[config.mk]
export PLATFORM = sky130hd
export DESIGN_NAME = cal_eep_spi_slave
export DESIGN_NICKNAME = d
export VERILOG_FILES = /design/src/rtl/cal_eep_pkg.sv /design/src/rtl/cal_eep_spi_slave_sync.sv /design/src/rtl/cal_eep_spi_slave.sv
export SDC_FILE = /design/constraint.sdc
export NUM_CORES = 1
export LEC_CHECK = 0
export BUFFER_PORTS_ARGS = -buffer_cell sky130_fd_sc_hd__buf_2
export CAP_MARGIN = 20
export CORE_MARGIN = 2
export CORE_UTILIZATION = 30
export CTS_CLUSTER_DIAMETER = 60
export DETAILED_ROUTE_END_ITERATION = 8
export REMOVE_ABC_BUFFERS = 1
export SKIP_CTS_REPAIR_TIMING = 1
export SYNTH_ARGS = -nofsm -noshare
export SYNTH_HDL_FRONTEND = slang
export SYNTH_SLANG_ARGS = --single-unit
[constraint.sdc]
create_clock -name clk -period 4.13 [get_ports clk]
set_input_delay 0.413 -clock clk [delete_from_list [all_inputs] [get_ports clk]]
set_output_delay 0.413 -clock clk [all_outputs]
set_load 0.02 [all_outputs]
[src/rtl/cal_eep_pkg.sv]
// Shared types and constants for the calibration EEPROM SPI responder.
package cal_eep_pkg;

    typedef enum logic [1:0] {
        IDLE,
        SHIFT,
        DECODE,
        BUSY
    } state_t;

    localparam logic [1:0]  OP_RD     = 2'b00;
    localparam logic [1:0]  OP_WR     = 2'b01;
    localparam logic [15:0] BUSY_RESP = 16'hFFFF;

    localparam logic [4:0]  FRAME_LEN = 5'd16;
    localparam logic [4:0]  CNT_SAT   = 5'd17;

    function automatic logic [4:0] sat_inc(input logic [4:0] c);
        return (c == CNT_SAT) ? c : c + 5'd1;
    endfunction

endpackage

[src/rtl/cal_eep_spi_slave_sync.sv]
// Two-flop synchroniser with single-cycle rise/fall pulses.
module spi_sync_edge #(
    parameter logic RST_VAL = 1'b0
) (
    input  logic clk,
    input  logic rst,
    input  logic d_i,
    output logic rise_o,
    output logic fall_o
);

    logic s1_q, s2_q, dly_q;

    always_ff @(posedge clk or posedge rst) begin
        if (rst) begin
            s1_q  <= RST_VAL;
            s2_q  <= RST_VAL;
            dly_q <= RST_VAL;
        end else begin
            s1_q  <= d_i;
            s2_q  <= s1_q;
            dly_q <= s2_q;
        end
    end

    assign rise_o =  s2_q & ~dly_q;
    assign fall_o = ~s2_q &  dly_q;

endmodule

[src/rtl/cal_eep_spi_slave.sv]
// SPI responder model of the 64x8 calibration EEPROM.
import cal_eep_pkg::*;

module cal_eep_spi_slave #(
    parameter int WR_CYCLES = 16,
    parameter int DEPTH     = 64
) (
    input  logic clk,
    input  logic rst,
    input  logic SCLK,
    input  logic SS_n,
    input  logic MOSI,
    output logic MISO,
    output logic busy,
    output logic frame_err
);

    localparam int TW = $clog2(WR_CYCLES + 1);

    logic sclk_rise, sclk_fall;
    logic ss_rise, ss_fall;
    logic mosi_s1_q, mosi_q;

    spi_sync_edge #(.RST_VAL(1'b0)) u_sclk (
        .clk    (clk),
        .rst    (rst),
        .d_i    (SCLK),
        .rise_o (sclk_rise),
        .fall_o (sclk_fall)
    );

    spi_sync_edge #(.RST_VAL(1'b1)) u_ss (
        .clk    (clk),
        .rst    (rst),
        .d_i    (SS_n),
        .rise_o (ss_rise),
        .fall_o (ss_fall)
    );

    always_ff @(posedge clk or posedge rst) begin
        if (rst) begin
            mosi_s1_q <= 1'b0;
            mosi_q    <= 1'b0;
        end else begin
            mosi_s1_q <= MOSI;
            mosi_q    <= mosi_s1_q;
        end
    end

    state_t          state_q;
    logic [15:0]     resp_q, sout_q, sin_q;
    logic [4:0]      cnt_q;
    logic            miso_q, busy_q, ferr_q;
    logic            bfrm_q;
    logic [TW-1:0]   timer_q;
    logic [5:0]      waddr_q;
    logic [7:0]      wdata_q;
    logic [7:0]      mem [DEPTH];

    logic [TW-1:0]   timer_d;
    logic [1:0]      op;
    logic [5:0]      addr;
    logic            wr_done;

    assign timer_d = timer_q - TW'(1);
    assign op      = sin_q[15:14];
    assign addr    = sin_q[13:8];
    assign wr_done = (state_q == BUSY) && (timer_d == '0);

    always_ff @(posedge clk or posedge rst) begin
        if (rst) begin
            state_q <= IDLE;
            resp_q  <= '0;
            sout_q  <= '0;
            sin_q   <= '0;
            cnt_q   <= '0;
            miso_q  <= 1'b0;
            busy_q  <= 1'b0;
            ferr_q  <= 1'b0;
            bfrm_q  <= 1'b0;
            timer_q <= '0;
            waddr_q <= '0;
            wdata_q <= '0;
        end else begin
            ferr_q <= 1'b0;
            // A frame begun while busy answers all ones and is never decoded
            if (bfrm_q && ss_rise) begin
                bfrm_q <= 1'b0;
                resp_q <= BUSY_RESP;
                miso_q <= 1'b0;
            end
            unique case (state_q)
                IDLE: begin
                    if (ss_fall && !bfrm_q) begin
                        state_q <= SHIFT;
                        sout_q  <= {resp_q[14:0], 1'b0};
                        miso_q  <= resp_q[15];
                        sin_q   <= '0;
                        cnt_q   <= '0;
                    end
                end
                SHIFT: begin
                    if (sclk_rise) begin
                        sin_q <= {sin_q[14:0], mosi_q};
                        cnt_q <= sat_inc(cnt_q);
                    end
                    if (sclk_fall) begin
                        miso_q <= sout_q[15];
                        sout_q <= {sout_q[14:0], 1'b0};
                    end
                    if (ss_rise) begin
                        state_q <= DECODE;
                        miso_q  <= 1'b0;
                    end
                end
                DECODE: begin
                    state_q <= IDLE;
                    resp_q  <= '0;
                    if (cnt_q != FRAME_LEN) begin
                        ferr_q <= 1'b1;
                    end else if (op == OP_RD) begin
                        resp_q <= {8'h00, mem[addr]};
                    end else if (op == OP_WR) begin
                        waddr_q <= addr;
                        wdata_q <= sin_q[7:0];
                        busy_q  <= 1'b1;
                        timer_q <= TW'(WR_CYCLES);
                        state_q <= BUSY;
                    end
                end
                BUSY: begin
                    timer_q <= timer_d;
                    if (ss_fall) begin
                        bfrm_q <= 1'b1;
                        miso_q <= 1'b1;
                    end
                    if (wr_done) begin
                        busy_q  <= 1'b0;
                        state_q <= IDLE;
                    end
                end
                default: state_q <= IDLE;
            endcase
        end
    end

    always_ff @(posedge clk) begin
        if (wr_done) begin
            mem[waddr_q] <= wdata_q;
        end
    end

    assign MISO      = miso_q;
    assign busy      = busy_q;
    assign frame_err = ferr_q;

endmodule

# After elaboration in Yosys (flattened, before gate mapping)
# Memory sizes are Yosys's and may differ from the RTL's.
# Cells that the tools add are included.
# W data, S select, Z words.
dict set report op_classes {
  bitwise_logic 10
  add_sub_neg 2
  n_reduce_logical 17
  eq_ne 15
  muxes 43
}
# cell n
set op_table {}
lappend op_table {{$mux W16} 6}
lappend op_table {{$pmux W16 S2} 2}
lappend op_table {{$mux W5} 6}
lappend op_table {{$pmux W5 S2} 2}
lappend op_table {{$ne A2 B2 Y1 const B} 9}
lappend op_table {{$mux W1} 16}
lappend op_table {{$mux W8} 2}
lappend op_table {{$mux W2} 6}
lappend op_table {{$reduce_and A4 Y1} 3}
lappend op_table {{$reduce_and A3 Y1} 3}
lappend op_table {{$pmux W2 S4} 1}
lappend op_table {{$not A1 Y1} 6}
lappend op_table {{$reduce_bool A2 Y1} 3}
lappend op_table {{$add A5 B1 Y5 const B} 1}
lappend op_table {{$eq A5 B5 Y1 const B} 1}
lappend op_table {{$logic_not A5 Y1} 1}
lappend op_table {{$ne A5 B5 Y1 const B} 1}
lappend op_table {{$reduce_and A5 Y1} 1}
lappend op_table {{$sub A5 B1 Y5 const B} 1}
lappend op_table {{$and A1 B1 Y1} 4}
lappend op_table {{$eq A2 B1 Y1 const B} 2}
lappend op_table {{$eq A2 B2 Y1 const B} 2}
lappend op_table {{$logic_not A2 Y1} 2}
lappend op_table {{$logic_and A1 B1 Y1} 3}
lappend op_table {{3 further kinds} 3}
dict set report totals {
  ff_bits 86
  ramBits 512
  inputBits 5
  out_inout_bits 3
  word_cells 108
  n_memories 1
}
# memory words width rd rd_ports_with_merged_regs wr line
set mem_list {}
lappend mem_list {mem 64 8 1 0 1 cal_eep_spi_slave.sv:58} ;# logic [7:0] mem [DEPTH];

# Depth between registers and ports, before layout
dict set report depth {
  ltp_word 7
  depth_mapped 10
  mapped_depth_nobuf 8
}

# Hierarchy
# Synthesis repeated with hierarchy kept, for this count alone.
dict set report unflattened {
  cells_unflattened 1248
  area_unflattened_um2 23301.1
}
# module cells_each instances seq_area_each_um2 area_per_inst_um2
set by_module_without_submodules {}
lappend by_module_without_submodules {cal_eep_spi_slave 1236 1 17176.5 23109.7}
lappend by_module_without_submodules {{spi_sync_edge at u_ss} 6 1 78.8 97.6}
lappend by_module_without_submodules {{spi_sync_edge at u_sclk} 6 1 75.1 93.8}

# Least setup slack after synthesis
# No wires, ideal clock.
dict set report synth_path {
  path_type {register to register}
  startpoint {register timer_q[0]}
  endpoint {memory mem[48][0], enable pin}
  period_less_slack_ps 2347
  path_buffers 0
  arrival_ps 1977
  stages_incl_launch_ff 7
  setup_slack_ps 1783
  setup_ps 370
  required_time_ps 3760
  cell_sequence {dfrtp_1 -> o31a_1 -> nor4_2 -> nand3_1 -> nor2_2 -> nand2_1 -> nor2_1}
}
dict set report synth_via {
  elab_chain_cells 5
}
# item line
set synth_rtl {}
lappend synth_rtl {{start, declared} cal_eep_spi_slave.sv:55} ;# logic [TW-1:0] timer_q;
lappend synth_rtl {{start signal, assigned} cal_eep_spi_slave.sv:127} ;# timer_q <= TW'(WR_CYCLES);
lappend synth_rtl {{start signal, assigned} cal_eep_spi_slave.sv:132} ;# timer_q <= timer_d;
lappend synth_rtl {{$sub A5 B1 Y5} cal_eep_spi_slave.sv:65} ;# assign timer_d = timer_q - TW'(1);
lappend synth_rtl {{$logic_not A5 Y1} cal_eep_spi_slave.sv:68} ;# assign wr_done = (state_q == BUSY) && (timer_d == '0);
lappend synth_rtl {{$logic_and A1 B1 Y1} cal_eep_spi_slave.sv:68}
lappend synth_rtl {{$mux W1} cal_eep_spi_slave.sv:148} ;# if (wr_done) begin
lappend synth_rtl {{$mux W1 (not written as such)} cal_eep_spi_slave.sv:149} ;# mem[waddr_q] <= wdata_q;
lappend synth_rtl {{end, declared} cal_eep_spi_slave.sv:58}
# Every way passes these cells.

# Worst setup path in the final report
dict set report layout_path {
  startpoint {register timer_q[0]}
  endpoint {memory mem[58][5], enable pin}
}
# The elaborated chain is that of the path after synthesis.

==> impl_metrics.csv <==
group,metric,value,unit
yosys,synth-edff-count,512,
routing,wl,59900,um
pwr,powerDensity,480,nW/um2
yosys,syn_area,23600,um2
yosys,async_flop_share,13.2,%
floorplan,die_y,284,um
clock_tree,cts_root_buffer,"clkbuf_16",
final_layout,diodes,0,
clock_tree,h-tree-depth,2,
hold_path,hold_class,"primary input to async pin",
timing,hold_ws,0.317,ns
clock_tree,clkSlewWorstSetupHoldPaths,0.06,ns
timing,worst_pin_slew,1.03,ns
timing,finalSetupViolations,0,
critical_path,cp.arrival,3.66,ns
final_layout,drive_gt1_share,19.4,%
place,io_buffers,7,
timing,rsz0062_at_grt,"false",
yosys,yosys_most_used_dff,"edfxtp_1",
clock_tree,clockBufferDepth,3,
yosys,syn_area_per_cell,17.4,um2
critical_path,worstPathCellList,"inv_1, ha_1, xor2_1, nor4_2, nand3_1, nor2_2, nand2_1, nor2_1",
timing,finalCritPeriodShare,82.4,%
run_status,status,"finished, final reports clean",
yosys,synth_top_area_cell,"edfxtp_1",
place,dp_hpwl,37700,um
critical_path,r2r_cells,8,
grt,grt_pass1_vias,12600,
floorplan,dieWidth,284,um
clock_tree,cts_tree,"built",
grt,grt_max_degree,65,
clock_tree,clk_latency,0.64,ns
floorplan,core,77600,um2
final_layout,postLayoutCoreUtil,34.7,%
critical_path,cpPeakStageDelay,0.79,ns
yosys,synthTopCellsByCount,"edfxtp_1 (512), nor2_1 (111), mux4_2 (88), mux2i_1 (84), nand2_1 (81)",
grt,grt_pass1_wl,87800,um
clock_tree,clock-sinks,590,
routing,drc,0,
critical_path,crit_path_max_fanout,8,
critical_path,crit_type,"flip-flop to flip-flop",
timing,clock.fmax,294,MHz
grt,antenna_found_initial,0,
routing,vias,12800,
place,gp_congestion,0.891,
floorplan,num_rows,102,
pwr,irDropWorstVdd,0.318,mV
critical_path,required,4.39,ns
critical_path,reg2reg_slack,0.73,ns
timing,slew_viol_final,0,
timing,period_needed,3.40,ns
critical_path,startpoint_type,"flip-flop",
floorplan,ioPinCount,8,
final_layout,syn_to_final_growth,14.1,%
routing,wl_per_cell,24.1,um
timing,slew_headroom,30.5,%
final_layout,final_nets,1408,
routing,drtIter0Drc,1537,
timing,hold_violations,0,
floorplan,dieArea,80800,um2
yosys,ys_seq_elements,590,
yosys,yosys_warnings,0,
pwr,leakage,0.00716,uW
critical_path,r2r_end,"mem[58][5]",
grt,overflow,0,
critical_path,r2r-start,"timer_q[0]",
yosys,synth.area.top_cells,"edfxtp_1 (65%), mux4_2 (8.4%), dfrtp_1 (8.0%), mux2i_1 (3.6%), nor2_1 (1.8%)",
yosys,yosysMostFrequentCell,"edfxtp_1",
grt,track_usage,14.6,%
yosys,ys_seq_area_share,73.5,%
yosys,syn_inst,1352,
critical_path,crit_path_end_kind,"flip-flop",
timing,clock_skew,0.0291,ns
routing,drtPass1Iterations,6,
yosys,yosys.area.top_type_share,65.2,%
run,cap_violations,0,
routing,viasPerCell,5.13,
yosys,synth.distinct_cells,62,
clock_tree,cts_buffers,60,
floorplan,initial_core_util,30.4,%
critical_path,cp_slowest_cell,"nor2_1",
routing,ant_nets,0,
## flip-flops by register name, summed over array words and instances (netlist names), 5 cells and up
register and count:
wdata_q 8, timer_q 5, sin_q 16, sout_q 15, waddr_q 6, mem 512, resp_q 9, cnt_q 5
## cells by family after synthesis
kind of cell,after synthesis,share of synthesized area (%)
AOI/OAI and AO/OA,177,5.02
xor gates and xnor gates,5,0.186
adders and majority gates,5,0.265
buffers and inverters,94,2.26
DFF,590,73.5
muxes,195,13.1
and+or+nand+nor,286,5.66
## through the flow
stage	setup slack [ns]	setup TNS (ns)	instance area, um2	power (uW)	std cells
6_report	0.726	0	26900	12900	2486
5_1_grt	0.470	0	26900	13300	2486
4_1_cts	0.765	0	26800	13000	2481
3_5_place_dp	0.769	0	24900	7630	2371
3_3_place_gp	0.848	0	24900	7590	2370
2_1_floorplan	-2.70	-24.16	23100	7400	1279
## worst max-delay path, delay by kind of cell, from the launching register on
kind,cells,cell delay [ns]
flip-flops,1,0.44
buffers and inverters,1,0.08
adder cells (fa/ha/maj),1,0.25
AND/OR/NAND/NOR,5,2.10
XOR/XNOR,1,0.16
## worst max-delay path by stage
| stage | end | cells after the start | slack (ns) | startpoint |
|---|---|---|---|---|
| global route | mem[10][1] | 8 | 0.47 | timer_q[0] |
| CTS | mem[35][1] | 6 | 0.77 | timer_q[0] |
| finish | mem[58][5] | 8 | 0.73 | timer_q[0] |
| detailed placement | mem[35][6] | 6 | 0.77 | timer_q[0] |
| floorplan | resp_q[7] | 6 | -2.70 | sin_q[8] |
| global placement | mem[35][6] | 8 | 0.85 | timer_q[0] |
## power breakdown
group	leakage [uW]	internal, uW	switching [uW]	total, uW
clock	0.000949	3070	2310	5380
sequential	0.00451	6590	170	6760
combinational	0.00170	303	462	765
total	0.00716	9960	2940	12900
## cell usage in the layout (no fill, tap or decap), types with 5 or more instances in the layout
| cell | instances |
|---|---|
| nor3_1 | 11 |
| nand2_1 | 81 |
| nor4_1 | 5 |
| nand3b_1 | 6 |
| o21ai_0 | 40 |
| dfrtp_2 | 10 |
| a211oi_1 | 7 |
| buf_2 | 7 |
| o21ai_1 | 11 |
| dfrtp_1 | 63 |
| clkbuf_16 | 61 |
| mux2i_1 | 84 |
| ha_1 | 5 |
| clkinv_2 | 16 |
| nand2b_1 | 6 |
| nor2_1 | 111 |
| a21oi_1 | 38 |
| mux4_2 | 88 |
| o2111ai_1 | 5 |
| inv_1 | 17 |
| clkinv_1 | 16 |
| a221oi_1 | 16 |
| a31oi_1 | 6 |
| mux2_1 | 5 |
| a221o_1 | 15 |
| nand3_1 | 27 |
| mux2_2 | 18 |
| bufinv_16 | 6 |
| buf_12 | 6 |
| edfxtp_1 | 512 |
| clkbuf_1 | 5 |
| nor2b_1 | 11 |
| a22oi_1 | 12 |
| buf_4 | 40 |
| clkinvlp_4 | 6 |
## layout make-up
| class | count | area [um2] |
|---|---|---|
| clock inverter | 44 | 413 |
| inverter | 21 | 80.1 |
| tap | 1040 | 1300 |
| multi-input combinational | 668 | 5710 |
| fill | 7346 | 50700 |
| sequential | 590 | 17400 |
| clock buffer | 66 | 1550 |
| timing repair buffer | 57 | 495 |
## metal layers
layer	GRT usage (%)	wire [um]	vias to the layer above
met5	0	0	-
met4	5.75	2150	0
met3	3.36	5480	117
met2	22.7	27700	620
met1	20.0	24600	6609
li1	-	-	5419
(Power assumes the default switching activity.)
